### src/rtl/id_ex_issue_buf_pkg.sv
// Shared decode/execute encodings: datapath widths, one-hot opinfo and ALU bit indices,
// and the packed issue payload carried from IDU to EXU.
package id_ex_issue_buf_pkg;

   localparam int XLEN     = 64;
   localparam int OPINFO_W = 12;
   localparam int ALU_W    = 10;
   localparam int RIDX_W   = 5;

   // opinfo one-hot bit positions
   localparam int OP_ALU   = 0;
   localparam int OP_ALUI  = 1;
   localparam int OP_ALUW  = 2;
   localparam int OP_ALUIW = 3;
   localparam int OP_BRANCH = 4;
   localparam int OP_JAL   = 5;
   localparam int OP_JALR  = 6;
   localparam int OP_LOAD  = 7;
   localparam int OP_STORE = 8;
   localparam int OP_LUI   = 9;
   localparam int OP_AUIPC = 10;
   localparam int OP_SYS   = 11;

   // ALU op one-hot bit positions
   localparam int ALU_ADD  = 0;
   localparam int ALU_SUB  = 1;
   localparam int ALU_XOR  = 2;
   localparam int ALU_OR   = 3;
   localparam int ALU_AND  = 4;
   localparam int ALU_SLL  = 5;
   localparam int ALU_SRL  = 6;
   localparam int ALU_SRA  = 7;
   localparam int ALU_SLT  = 8;
   localparam int ALU_SLTU = 9;

   typedef struct packed {
      logic [OPINFO_W-1:0] opinfo;
      logic [ALU_W-1:0]    alu;
      logic [XLEN-1:0]     pc;
      logic [XLEN-1:0]     src1;
      logic [XLEN-1:0]     src2;
      logic [XLEN-1:0]     imm;
      logic [RIDX_W-1:0]   rd;
      logic                rd_wen;
   } issue_t;

   localparam int ISSUE_W = $bits(issue_t);

endpackage

### src/rtl/issue_skid_reg.sv
// Purpose: generic two-entry (main + skid) registered pipeline stage, flushable.
// Latency: one cycle from accept to out_valid when main is empty.
// Backpressure: in_ready = ~skid_v, registered; no combinational path from out_ready.
module issue_skid_reg #(
   parameter int W = 8
) (
   input  logic         clk,
   input  logic         rst,
   input  logic         flush,
   input  logic         in_valid,
   output logic         in_ready,
   input  logic [W-1:0] in_data,
   output logic         out_valid,
   input  logic         out_ready,
   output logic [W-1:0] out_data
);

   logic         main_v;
   logic         skid_v;
   logic [W-1:0] main_d;
   logic [W-1:0] skid_d;
   logic         drain;
   logic         accept;

   assign drain  = main_v & out_ready;
   assign accept = in_valid & ~skid_v;

   // With skid occupied, upstream is stalled, so only the skid->main move can happen.
   always_ff @(posedge clk) begin
      if (rst) begin
         main_v <= 1'b0;
         skid_v <= 1'b0;
         main_d <= '0;
         skid_d <= '0;
      end else if (flush) begin
         main_v <= 1'b0;
         skid_v <= 1'b0;
      end else if (skid_v) begin
         if (drain) begin
            main_d <= skid_d;
            skid_v <= 1'b0;
         end
      end else if (accept) begin
         if (!main_v || drain) begin
            main_d <= in_data;
            main_v <= 1'b1;
         end else begin
            skid_d <= in_data;
            skid_v <= 1'b1;
         end
      end else if (drain) begin
         main_v <= 1'b0;
      end
   end

   assign in_ready  = ~skid_v;
   assign out_valid = main_v;
   assign out_data  = main_d;

   a_skid_implies_main: assert property (@(posedge clk) disable iff (rst) skid_v |-> main_v);

endmodule

### src/rtl/id_ex_issue_buf.sv
// Purpose: ID->EX issue buffer; masks opinfo/alu/rd_wen on bubbles. IDEX_ISSUE_BYPASS_EN adds empty-buffer bypass.
// Latency: one cycle (zero when bypassing an empty buffer).
// Backpressure: two-entry skid; in_ready_o is registered (~skid_v).
module id_ex_issue_buf
   import id_ex_issue_buf_pkg::*;
(
   input  logic                clk,
   input  logic                rst,
   input  logic                flush_i,
   input  logic                in_valid_i,
   output logic                in_ready_o,
   input  logic [OPINFO_W-1:0] in_opinfo_i,
   input  logic [ALU_W-1:0]    in_alu_i,
   input  logic [XLEN-1:0]     in_pc_i,
   input  logic [XLEN-1:0]     in_src1_i,
   input  logic [XLEN-1:0]     in_src2_i,
   input  logic [XLEN-1:0]     in_imm_i,
   input  logic [RIDX_W-1:0]   in_rd_i,
   input  logic                in_rd_wen_i,
   output logic                out_valid_o,
   input  logic                out_ready_i,
   output logic [OPINFO_W-1:0] out_opinfo_o,
   output logic [ALU_W-1:0]    out_alu_o,
   output logic [XLEN-1:0]     out_pc_o,
   output logic [XLEN-1:0]     out_src1_o,
   output logic [XLEN-1:0]     out_src2_o,
   output logic [XLEN-1:0]     out_imm_o,
   output logic [RIDX_W-1:0]   out_rd_o,
   output logic                out_rd_wen_o
);

   issue_t in_p;
   issue_t main_p;
   issue_t sel_p;
   logic   main_v;
   logic   store_vld;
   logic   out_vld;

   assign in_p = '{opinfo: in_opinfo_i, alu: in_alu_i, pc: in_pc_i, src1: in_src1_i,
                   src2: in_src2_i, imm: in_imm_i, rd: in_rd_i, rd_wen: in_rd_wen_i};

`ifdef IDEX_ISSUE_BYPASS_EN
   logic byp;
   // Empty main implies empty skid, so main_v alone qualifies the bypass.
   assign byp       = ~main_v & in_valid_i & ~flush_i;
   assign store_vld = in_valid_i & ~(byp & out_ready_i);
   assign out_vld   = main_v | byp;
   assign sel_p     = byp ? in_p : main_p;
`else
   assign store_vld = in_valid_i;
   assign out_vld   = main_v;
   assign sel_p     = main_p;
`endif

   issue_skid_reg #(.W(ISSUE_W)) u_skid (
      .clk       (clk),
      .rst       (rst),
      .flush     (flush_i),
      .in_valid  (store_vld),
      .in_ready  (in_ready_o),
      .in_data   (in_p),
      .out_valid (main_v),
      .out_ready (out_ready_i),
      .out_data  (main_p)
   );

   // Bubbles must look like a no-op to the ALU: zero result, no writeback.
   assign out_valid_o  = out_vld;
   assign out_opinfo_o = out_vld ? sel_p.opinfo : '0;
   assign out_alu_o    = out_vld ? sel_p.alu    : '0;
   assign out_rd_wen_o = out_vld & sel_p.rd_wen;
   assign out_pc_o     = sel_p.pc;
   assign out_src1_o   = sel_p.src1;
   assign out_src2_o   = sel_p.src2;
   assign out_imm_o    = sel_p.imm;
   assign out_rd_o     = sel_p.rd;

   a_opinfo_onehot: assert property (@(posedge clk) disable iff (rst)
                                     (in_valid_i && in_ready_o) |-> $onehot(in_opinfo_i));

endmodule

### config.mk
export PLATFORM = sky130hd
export DESIGN_NAME = id_ex_issue_buf
export DESIGN_NICKNAME = d
export VERILOG_FILES = /design/src/rtl/id_ex_issue_buf_pkg.sv /design/src/rtl/issue_skid_reg.sv /design/src/rtl/id_ex_issue_buf.sv
export SDC_FILE = /design/constraint.sdc
export NUM_CORES = 1
export LEC_CHECK = 0
export CORE_UTILIZATION = 49
export CTS_BUF_LIST = sky130_fd_sc_hd__clkbuf_2
export DETAILED_ROUTE_END_ITERATION = 10
export PLACE_DENSITY = 0.79
export SLEW_MARGIN = 20
export SYNTH_ARGS = -nofsm -noshare
export SYNTH_HDL_FRONTEND = slang
export SYNTH_SLANG_ARGS = --single-unit
### constraint.sdc
create_clock -name clk -period 1.9 [get_ports clk]
set_clock_uncertainty 0.1 [all_clocks]
set_input_delay 0.285 -clock clk [delete_from_list [all_inputs] [get_ports clk]]
set_output_delay 0.285 -clock clk [all_outputs]
set_load 0.01 [all_outputs]
==> Implementation_results.wiki, run 1 <==
{| class="wikitable"
! Metric !! Value
|-
| Number of violations reported at the end of detailed-routing iteration 0 || 2095
|-
| Max_slew headroom || 0.4294
|-
| Arrival time at the worst endpoint || about 2.1 ns
|-
| Leakage || 18.62 nW
|-
| Clock sink count || 570
|-
| Number of synthesized register bits || 570
|-
| Hold slack final || approximately 0.17 ns
|-
| Number of iterations in the first detailed-routing pass || 5
|-
| Number of warnings issued by yosys || 0
|-
| Violated checks || negative setup slack
|-
| Placeable core region || between 60000 and 70000 um2
|-
| Area of the mapped netlist || a little over 30000 um2
|-
| Utilization after layout || 0.7328
|-
| Setup slack at placement || -0.3595 ns
|-
| Post-Syn Nets || roughly 3400
|-
| Post-Place Cells || 4156
|-
| Final routed DRC violation total || 0
|-
| Detailed placement HPWL || between 50000 and 60000 um
|-
| Power Total || around 28 mW
|-
| Area fraction of the dominant cell type after synthesis || 0.3675
|-
| CP dominant cell by count || sky130_fd_sc_hd__buf_6
|-
| Die Y-Extent || between 200 and 300 um
|-
| Antenna violations before repair || 23
|-
| CTS tree || yes
|-
| Critical Path Source Type || flop
|-
| Site Rows || 91
|-
| Count of nets after finishing || approximately 4400
|-
| Global-route wire length before repair || between 150000 and 200000 um
|-
| Master of the slowest instance on the critical path || sky130_fd_sc_hd__dfxtp_4
|-
| Total number of vias || about 27000
|-
| Count of different cell masters after synthesis || 23
|-
| Initial cell density of the core || 0.4995
|-
| Clock transition at path regs || 0.14 ns
|-
| Final Hold Vio Count || 0
|-
| Clock buffer count from CTS || 155
|-
| Number of max-cap violations || 0
|-
| Cell count after synthesis || between 3000 and 4000
|-
| HP Start || in_imm_i[23]
|-
| Clock buffer depth || 3
|-
| Maximum fanout along the worst path || 7
|-
| Crit path time final || 2.525 ns
|-
| Post-Synthesis Mean Instance Area || about 10 um2
|-
| Global placement routability congestion || 0.8583
|-
| RSZ-0062 raised after global routing || true
|-
| Routed Wire Length || ~110000 um
|-
| Count of cells along the worst register-to-register path || 10
|-
| Kind of critical path || flop to primary output
|-
| Final ANT Viol Nets || 0
|-
| Fin worst setup slack || -0.6247 ns
|-
| DR vias/cell || approximately 5.3
|-
| Hold Path Depth || 4
|-
| Vias in the first global route || 28037
|-
| Clk_lat worst skew || 1.31 ns
|-
| Cell area power density || just over 600 nW/um2
|-
| Slowest cell delay on critical path || about 0.43 ns
|-
| Number of H-tree branching levels || 4
|-
| Die area || approximately 64000 um2
|-
| Critical path endpoint category || primary output
|-
| Fraction of layout instances using a drive strength above 1 || 0.3140
|-
| Register-to-register setup slack || -0.49 ns
|-
| Worst hold path type || primary input to flop
|-
| Cell breakdown of the critical path || buf_6, and2_4, buf_6
|-
| Number of buffers added on ports || roughly 570
|-
| Horiz. Die Dim || ~250 um
|-
| Global route overflow || 0
|-
| Ports || between 500 and 600
|-
| Worst IR drop on VDD || between 400 and 500 uV
|-
| Area growth from synthesis to layout || 46.70%
|-
| Highest achievable clock rate || 396.1 MHz
|-
| Clock root buffer || sky130_fd_sc_hd__clkbuf_2
|-
| Number of setup violations in the final report || around 850
|-
| Source of the worst register-to-register timing path || u_skid.out_valid
|-
| Worst Tran Pin Value || approximately 0.85 ns
|-
| Run status || finished, violations left
|-
| R2R Path End || u_skid.skid_d[275]
|-
| Req. time, crit path || between 1.5 and 2 ns
|-
| Share of the clock period used by the worst path || 1.329
|-
| Global-route usage over all layers || 0.3158
|-
| Sequential share of the synthesized area || 0.3675
|-
| Number of slew-limit violations in the final report || 0
|-
| Largest net degree at the start of global routing || 91
|-
| Endpoint of the worst hold path || u_skid.skid_d[29]
|-
| Routed wire length per instance || 22.31 um
|-
| Most area-consuming cells after synthesis || sky130_fd_sc_hd__dfxtp_1, sky130_fd_sc_hd__mux2i_1, sky130_fd_sc_hd__mux2_4
|-
| Library cell occupying the most area in the post-synthesis netlist || sky130_fd_sc_hd__dfxtp_1
|-
| Finished Layout Cells || around 5100
|}
-- cells in the mapped netlist --
library cell / n
sky130_fd_sc_hd__nand2b_1: 569
sky130_fd_sc_hd__buf_1: 1
sky130_fd_sc_hd__a221o_1: 1
sky130_fd_sc_hd__nor4_1: 1
sky130_fd_sc_hd__clkbuf_1: 127
sky130_fd_sc_hd__and2_1: 23
sky130_fd_sc_hd__nor2_1: 284
sky130_fd_sc_hd__o21ai_1: 1
sky130_fd_sc_hd__a21oi_1: 1
sky130_fd_sc_hd__mux2_4: 260
sky130_fd_sc_hd__buf_4: 287
sky130_fd_sc_hd__nand2_1: 2
sky130_fd_sc_hd__mux2_1: 24
sky130_fd_sc_hd__inv_1: 1
sky130_fd_sc_hd__nor2b_1: 284
sky130_fd_sc_hd__inv_2: 1
sky130_fd_sc_hd__clkbuf_2: 1
sky130_fd_sc_hd__buf_2: 40
sky130_fd_sc_hd__mux2i_1: 568
sky130_fd_sc_hd__dfxtp_1: 570
sky130_fd_sc_hd__a211o_1: 1
sky130_fd_sc_hd__a211oi_1: 1
sky130_fd_sc_hd__buf_6: 30
-- worst max-delay path, delay by kind of cell, from the launching register on --
family | cells | cell delay (ns)
flip-flops | 1 | 0.43
buffers and inverters | 2 | 0.25
AND/OR/NAND/NOR | 1 | 0.16
-- repair_timing --
action | CTS | global route
buffers inserted | 19 | 53
gates cloned | 10 | 8
pin swaps | 2 | 2
endpoints found under the setup margin | 324 | 835
hold buffers | 555 | 0
resized for setup | 1754 | 97
endpoints found under the hold margin | 570 | 0
-- layout make-up --
class | instances | area (um2)
well taps | 837 | 1047
inverters | 2 | 15.01
multi-input cells | 2020 | 16580
repair buffers | 1368 | 14710
fillers | 3521 | 16610
diodes | 21 | 52.55
clock buffers | 233 | 1166
flip-flops and latches | 570 | 11780
clock inverters | 33 | 198.9
-- layout by cell type, fill, tap and decap left out, types with 21 or more instances in the layout --
cell	Yosys	routed
sky130_fd_sc_hd__buf_4	287	135
sky130_fd_sc_hd__clkdlybuf4s50_1	0	287
sky130_fd_sc_hd__diode_2	0	21
sky130_fd_sc_hd__nor2b_1	284	284
sky130_fd_sc_hd__nand2b_1	569	568
sky130_fd_sc_hd__mux2_1	24	23
sky130_fd_sc_hd__dfxtp_1	570	307
sky130_fd_sc_hd__buf_6	30	304
sky130_fd_sc_hd__dfxtp_2	0	248
sky130_fd_sc_hd__mux2_4	260	261
sky130_fd_sc_hd__clkbuf_2	1	233
sky130_fd_sc_hd__nor2_1	284	284
sky130_fd_sc_hd__buf_12	0	53
sky130_fd_sc_hd__mux2i_1	568	566
sky130_fd_sc_hd__dlygate4sd3_1	0	555
sky130_fd_sc_hd__and2_4	0	23
-- stage by stage --
step,setup TNS (ns),instance area [um2]
6_report,-250.76,45550
5_1_grt,-297.89,45540
4_1_cts,-176.61,44580
3_5_place_dp,-137.38,36490
3_3_place_gp,-141.48,36490
2_1_floorplan,0,31050
-- flip-flops by register name (all words and copies together), names as in the netlist --
register / cells
u_skid.out_data: 284
u_skid.skid_v: 1
u_skid.skid_d: 284
u_skid.out_valid: 1
-- power breakdown --
group / leakage (nW) / internal, mW / total, mW / switching (mW)
registers: 4.74 / 12.4 / 12.7 / 0.340
clock network: 1.07 / 3.52 / 9.34 / 5.83
logic: 12.8 / 3.37 / 5.56 / 2.20
-- logic make-up after synthesis --
| kind of cell | count (synthesis) | share of synthesized area |
|---|---|---|
| AND/OR/NAND/NOR | 1163 | 0.2113 |
| multiplexers | 852 | 0.3175 |
| flip-flops | 570 | 0.3675 |
| buffers and inverters | 488 | 0.1026 |
| AO/OA/AOI/OAI | 5 | 0.001168 |
-- worst max-delay path by stage --
| stage | from | endpoint | slack [ns] | cells after the start |
|---|---|---|---|---|
| 2_1_floorplan | u_skid.out_valid | u_skid.out_data[0] | 0.05 | 7 |
| 3_3_place_gp | out_ready_i | u_skid.out_data[11] | -0.36 | 6 |
| 3_5_place_dp | out_ready_i | u_skid.out_data[253] | -0.36 | 6 |
| 4_1_cts | u_skid.out_valid | out_alu_o[5] | -0.71 | 3 |
| 5_1_grt | u_skid.out_valid | out_opinfo_o[3] | -0.74 | 3 |
| 6_report | u_skid.out_valid | out_alu_o[9] | -0.62 | 3 |
-- metal layers --
metal  global-route usage  wire (um)  part of all wire  up-vias
met4               0.2098       7422             0.065       10
met2               0.5396      55310              0.49     1461
met5                    0         75           0.00066        -
met1               0.3390      41510              0.37    12946
met3              0.09096       9100             0.080      545
li1                     -          -                 -    11982
Note: power is estimated with default switching activity, not from simulation.
==> run 2, diff against run 1 <==
ABC_CLOCK_PERIOD_IN_PS = 1900   (was not set)
CTS_CLUSTER_SIZE = 30   (was not set)
==> results of run 2 <==
No change in the layout: final DEF, timing and power equal those of run 1.
